<file path="config.mk">
export PLATFORM = sky130hd
export DESIGN_NAME = layer_stream_collector
export DESIGN_NICKNAME = d
export VERILOG_FILES = /design/src/rtl/layer_pkg.sv /design/src/rtl/collector_bank.sv /design/src/rtl/layer_stream_collector.sv
export SDC_FILE = /design/constraint.sdc
export NUM_CORES = 1
export LEC_CHECK = 0
export ABC_AREA = 1
export ABC_CLOCK_PERIOD_IN_PS = 2590
export CORE_MARGIN = 10
export CORE_UTILIZATION = 55
export DETAILED_ROUTE_END_ITERATION = 16
export GPL_TIMING_DRIVEN = 1
export PLACE_DENSITY = 0.79
export SYNTH_ARGS = -nofsm -noshare
export SYNTH_HDL_FRONTEND = slang
export SYNTH_SLANG_ARGS = --single-unit
</file>
<file path="constraint.sdc">
create_clock -name clk -period 2.59 [get_ports clk]
set_input_delay 0.777 -clock clk [delete_from_list [all_inputs] [get_ports clk]]
set_output_delay 0.777 -clock clk [all_outputs]
set_load 0.02 [all_outputs]
</file>
<file path="src/rtl/layer_pkg.sv">
// Shared types for the layer streaming blocks: default word width, word and
// bank-pointer types, and the per-bank fill state.
package layer_pkg;

    localparam int WIDTH_DEF = 16;

    typedef logic signed [WIDTH_DEF-1:0] word_t;
    typedef logic                        bank_sel_t;

    typedef enum logic [1:0] {
        BANK_EMPTY,
        BANK_FILLING,
        BANK_FULL
    } bank_state_t;

endpackage

</file>
<file path="src/rtl/collector_bank.sv">
// One vector buffer of the collector: M words written one at a time by index,
// read out all at once as a flattened vector (element i at [i*WIDTH +: WIDTH]).
module collector_bank #(
    parameter int M     = 3,
    parameter int LOGM  = 2,
    parameter int WIDTH = 16
) (
    input  logic                 clk,
    input  logic                 reset,
    input  logic                 wr_en,
    input  logic [LOGM-1:0]      wr_idx,
    input  logic [WIDTH-1:0]     wr_data,
    output logic [M*WIDTH-1:0]   rd_data
);

    logic [WIDTH-1:0] words [M];

    // NOTE: this is a handful of flops, not a RAM macro, so clearing it on
    // reset is legitimate and keeps m_data defined before the first vector.
    always_ff @(posedge clk or negedge reset) begin
        if (!reset) begin
            for (int i = 0; i < M; i++) begin
                words[i] <= '0;
            end
        end else if (wr_en) begin
            words[wr_idx] <= wr_data;
        end
    end

    for (genvar g = 0; g < M; g++) begin : g_flat
        assign rd_data[g*WIDTH +: WIDTH] = words[g];
    end

endmodule

</file>
<file path="src/rtl/layer_stream_collector.sv">
// Gathers M words from a layer's output stream into a vector (optional ReLU)
// and hands complete vectors out through a double-buffered wide handshake.
module layer_stream_collector
    import layer_pkg::*;
#(
    parameter int M     = 3,
    parameter int LOGM  = 2,
    parameter int WIDTH = WIDTH_DEF,
    parameter int RELU  = 1
) (
    input  logic                 clk,
    input  logic                 reset,
    input  logic                 s_valid,
    output logic                 s_ready,
    input  logic [WIDTH-1:0]     data_in,
    output logic                 m_valid,
    input  logic                 m_ready,
    output logic [M*WIDTH-1:0]   m_data,
    output logic [7:0]           vec_count
);

    bank_state_t          state_q [2];
    bank_state_t          state_d [2];
    logic [1:0]           full;
    bank_sel_t            wr_bank;
    bank_sel_t            rd_bank;
    logic [LOGM-1:0]      wr_cnt;
    logic                 in_accept;
    logic                 out_accept;
    logic                 last_word;
    logic [WIDTH-1:0]     wr_word;
    logic [1:0]           bank_wr_en;
    logic [M*WIDTH-1:0]   bank_data [2];

    assign full[0]    = (state_q[0] == BANK_FULL);
    assign full[1]    = (state_q[1] == BANK_FULL);

    // Ready depends only on registered state, so the producer never sees a
    // combinational path from its own valid back to its ready.
    assign s_ready    = reset && !full[wr_bank];
    assign in_accept  = s_valid && s_ready;
    assign last_word  = (wr_cnt == LOGM'(M - 1));
    assign wr_word    = ((RELU != 0) && data_in[WIDTH-1]) ? '0 : data_in;

    assign m_valid    = full[rd_bank];
    assign m_data     = bank_data[rd_bank];
    assign out_accept = m_valid && m_ready;

    for (genvar g = 0; g < 2; g++) begin : g_bank
        assign bank_wr_en[g] = in_accept && (wr_bank == 1'(g));

        collector_bank #(
            .M     (M),
            .LOGM  (LOGM),
            .WIDTH (WIDTH)
        ) u_bank (
            .clk     (clk),
            .reset   (reset),
            .wr_en   (bank_wr_en[g]),
            .wr_idx  (wr_cnt),
            .wr_data (wr_word),
            .rd_data (bank_data[g])
        );
    end

    // Completion targets a non-full bank and drain targets a full one, so the
    // two updates below never hit the same bank in one cycle.
    always_comb begin
        // NOTE: every state_d entry gets its hold value first so no path
        // through this block leaves it unassigned and infers a latch.
        state_d[0] = state_q[0];
        state_d[1] = state_q[1];
        for (int b = 0; b < 2; b++) begin
            if (in_accept && (wr_bank == 1'(b))) begin
                state_d[b] = last_word ? BANK_FULL : BANK_FILLING;
            end
            if (out_accept && (rd_bank == 1'(b))) begin
                state_d[b] = BANK_EMPTY;
            end
        end
    end

    always_ff @(posedge clk or negedge reset) begin
        if (!reset) begin
            state_q[0] <= BANK_EMPTY;
            state_q[1] <= BANK_EMPTY;
        end else begin
            state_q[0] <= state_d[0];
            state_q[1] <= state_d[1];
        end
    end

    // NOTE: non-blocking assignments here so every register samples the
    // pre-edge values of its neighbours regardless of statement order.
    always_ff @(posedge clk or negedge reset) begin
        if (!reset) begin
            wr_cnt    <= '0;
            wr_bank   <= 1'b0;
            rd_bank   <= 1'b0;
            vec_count <= '0;
        end else begin
            if (in_accept) begin
                if (last_word) begin
                    wr_cnt  <= '0;
                    wr_bank <= ~wr_bank;
                end else begin
                    wr_cnt  <= wr_cnt + 1'b1;
                end
            end
            if (out_accept) begin
                rd_bank   <= ~rd_bank;
                vec_count <= vec_count + 8'd1;
            end
        end
    end

endmodule

</file>
* Word level (Yosys, flattened, before mapping) *
Cells that the tools add are included.

storage, ports and cells
  register bits after elaboration = 112
  bits of input ports = 20
  output and inout bits = 58
  word-level logic and storage cells = 56

operators by class
  add/sub/neg operators = 2
  order comparisons = 5
  eq/ne operators = 3
  muxes and demuxes = 18
  bitwise operators = 4
  reduce and logical (&&, ||, !) cells = 12

operators by type and width
  operator                                                                       count
  48-bit two-way mux                                                             3
  48-bit bitwise mux                                                             2
  16-bit demux with 2-bit select                                                 1
  16-bit two-way mux                                                             1
  15-bit two-way mux                                                             1
  2-bit two-way mux                                                              6
  8-bit by 1-bit adder with 8-bit output (second input constant)                 1
  1-bit logical AND                                                              8
  2-bit == test (second input constant)                                          3
  1-bit by 2-bit less-than comparator with 1-bit output (second input constant)  2
  1-bit two-way mux                                                              4
  2-bit nonzero test                                                             2
  3-bit greater-or-equal comparator (second input constant)                      1
  3-bit by 1-bit less-than comparator with 1-bit output (second input constant)  1
  2-bit inverter with 3-bit output                                               1
  2-bit by 1-bit adder with 2-bit output (second input constant)                 1
  2-bit greater-or-equal comparator (second input constant)                      1
  1-bit inverter                                                                 2
  1-bit inverter with 2-bit output                                               1
  2-bit AND reduction                                                            1
  1-bit logical NOT                                                              1

* Logic depth before layout (Yosys ltp) *
  depth after elaboration = 9
  mapped depth = 9
  gate-level depth less buffers = 8

* Cells and area by module *
Synthesis repeated with hierarchy kept, for this count alone.

second synthesis, totals
  cell total of the unflattened synthesis = 723
  area total of the unflattened synthesis = 5652.9 um^2

by module, submodules not included
  module                  instances  cells each  area an instance (um^2)  sequential area each (um^2)
  collector_bank          2          214         2044.5                   1201.2
  layer_stream_collector  1          295         1564.0                   400.4

* Worst setup path before layout *
OpenSTA, ideal clock, no wires.

  kind = register to output
  start = reg rd_bank
  end = out m_data[44]
  data arrival time = 1229 ps
  required time = 1813 ps
  path slack = 584 ps
  cell stages (with the launch flop) = 4
  buffers on the path = 2
  path through = dfrtp_1 buf_2 clkbuf_1 o21ai_0

between the ends
  cells in the longest elaborated chain, start to end = 4

RTL lines
  item                                                    RTL line                       RTL
  from (decl)                                             layer_stream_collector.sv:26   bank_sel_t rd_bank;
  from (signal assigned)                                  layer_stream_collector.sv:111  rd_bank <= ~rd_bank;
  1-bit inverter with 2-bit output (not written as such)  layer_stream_collector.sv:46   assign m_data = bank_data[rd_bank];
  48-bit two-way mux (not written as such) (3 in series)  layer_stream_collector.sv:46
  to (decl)                                               layer_stream_collector.sv:18   output logic [M*WIDTH-1:0] m_data,

Every way passes these cells. The select of a mux whose other input is x is not followed.

* Worst setup path after layout *
  start = reg rd_bank
  end = out m_data[33]

The elaborated chain is that of the path after synthesis.

==> results.ini <==
[power]
total_leakage_power_nw=3.29
peakVddDrop_mv=0.650
powerDensity_nw_per_um2=1080

[synth]
synth_top_cell_area_share_pct=51.5
synth.most_common_cell=nand2_1
async_reset_ff_share_pct=100
synth_cells=640
synthTopCellsByArea=dfrtp_1 (52%), nand2_1 (16%), o21ai_0 (8.8%)
synth.cell_area_um2=5150
ys_ff_latch=106
ys_top_cells_by_count=nand2_1 (217), dfrtp_1 (106), o21ai_0 (91), inv_1 (79), nand4_1 (48)
syn-mean-instance-area_um2=8.05
synthDistinctLibCells=25
synth_edf_count=0
yosysSeqAreaShare_pct=51.5
ys_warn_count=0
synth_top_area_cell=dfrtp_1
ys.flop_type=dfrtp_1

[timing]
tns_ns=0
final-hold-violation-count=0
relSlewSlack_pct=47.3
setup_viol=0
worstMarginPinSlew_ns=0.790
fmax_mhz=409
slew_viol_final=0
final.min_clock_period_ns=2.44
rsz0062_at_grt=false
layout_setup_ws_ns=0.147
fin_crit_sh_pct=94.3
skew_ns=0.00989
holdWs_ns=0.482

[die]
die_y_um=117
dieArea_um2=13600
die_w_um=117
core-area_um2=9200
pin_count=78
rows=35
start_util_pct=56.0

[final_layout]
stdcell_count=835
synthToLayoutAreaGrowth_pct=21.5
num_antenna_cells=0
fillerInstances=766
final-seq-area_um2=2650
layout-drive-gt1-share_pct=9.25
multi_input_area_um2=1960
nNetsFinal=740

[worst_setup_path]
rrSetupSlack_ns=0.58
reg2regPathDepth=8
r2r-end=g_bank[1].u_bank.rd_data[14]$_DFFE_PN0P_
cp_max_fo=39
rr_startpoint=wr_bank$_DFFE_PN0P_
critPathKind=reg2out
crit_arrival_ns=1.67
required_ns=1.81
crit_path_start_kind=register
end_kind=output port

[placed_design]
place_ws_ns=0.146
dpl.hpwl_mm=9.28
portBuffers=74
gp_congestion=0.815
dp.cells=819

[run_status]
outcome=finished, final reports clean

[clock_tree]
clock_path_buffers=2
cts_hold_buf=0
htree_levels=3
cts.clk_slew.worst_paths_ns=0.09
clk_latency_ns=0.36
clkSinkCount=106
ctsResizeCount=44
cts_made_buffers=9
root_buffer=clkbuf_8
postCtsSetupRepairBufs=0
cts_tree=done

[hold_path]
min-delay-start=g_bank[1].u_bank.rd_data[11]$_DFFE_PN0P_
min_path_cells=2
min_path_type=reg2reg
hold_end=g_bank[1].u_bank.rd_data[11]$_DFFE_PN0P_

[drt]
drt-total-wl_mm=13.3
vias=4591
first_pass_iters=6
avgViaCountPerCell=5.50
drc=0
final_antenna_net_count=0
wl_per_cell_um=15.9
drt_iter0_drc=384

[global_routing]
grt_pass1_wl_mm=21.6
grt_max_degree=62
antenna_found_initial=0
grt_pass1_vias=4430
grt_usage_pct=19.9
grt_overflow=0

[job]
drv_cap=0

-- area by class of cell --
type	instances	share of cell area [%]
inverter	82	4.92
tap	111	2.22
timing repair buffer	107	15.9
multi-input combinational	413	31.3
clock buffer	12	2.48
sequential	106	42.4
clock inverter	4	0.800
-- state kept, by name, indices dropped and copies added (netlist names) --
register	count
vec_count	8
rd_bank	1
g_bank.u_bank.rd_data	90
wr_bank	1
state_q	4
wr_cnt	2
-- critical path: stages (launching register included) --
cell,delay [ns]
dfrtp_2,0.46
buf_12,0.18
o21ai_0,0.28
dlygate4sd2_1,0.39
-- where the power goes --
group	internal, mW	total [mW]	switching, mW
logic	1.04	3.01	1.97
registers	2.35	2.70	0.344
clock network	0.500	1.05	0.554
-- through the flow --
step	util [%]	instance area, µm²	power, mW
detailed placement	66.2	6090	6.00
finish	68.0	6250	6.76
global route	68.0	6250	7.25
CTS	67.9	6240	6.80
global placement	66.2	6090	5.89
floorplan	-	5160	4.61
-- worst max path at each step --
stage | startpoint | to
detailed placement | reset | s_ready
finish | rd_bank$_DFFE_PN0N_ | m_data[33]
global placement | reset | s_ready
CTS | rd_bank$_DFFE_PN0N_ | m_data[38]
floorplan | rd_bank$_DFFE_PN0N_ | m_data[44]
global route | rd_bank$_DFFE_PN0N_ | m_data[33]
-- metal layers --
layer	vias up	GRT usage, %	wire, µm
li1	2183	-	-
met1	2220	26.0	5770
met2	169	31.1	6230
met3	19	4.67	987
met4	0	8.07	269
met5	-	0	0
-- cells by family after synthesis --
family          after synthesis  synth area share (%)
simple gates                306                  27.2
buf+inv                     123                  10.7
flops                       106                  51.5
compound gates               99                  9.62
xor+xnor                      4                 0.680
fa+ha+maj                     1                 0.243
other cells                   1                0.0728
-- placed cells by master (no fill, tap or decap), drive strengths merged --
cell             n
clkinv           1
nor2            26
a21oi            1
nor3             1
clkbuf          12
inv             82
nand3            9
xor2             2
nand2          217
o21ai           98
xnor2            2
dlymetal6s2s     4
nand4           52
buf             34
dlygate4sd2     43
clkinvlp         2
conb             3
nand3b           1
ha               1
bufinv           1
clkdlybuf4s50   26
dfrtp          106
No activity file was read; power rests on OpenSTA's default activity.
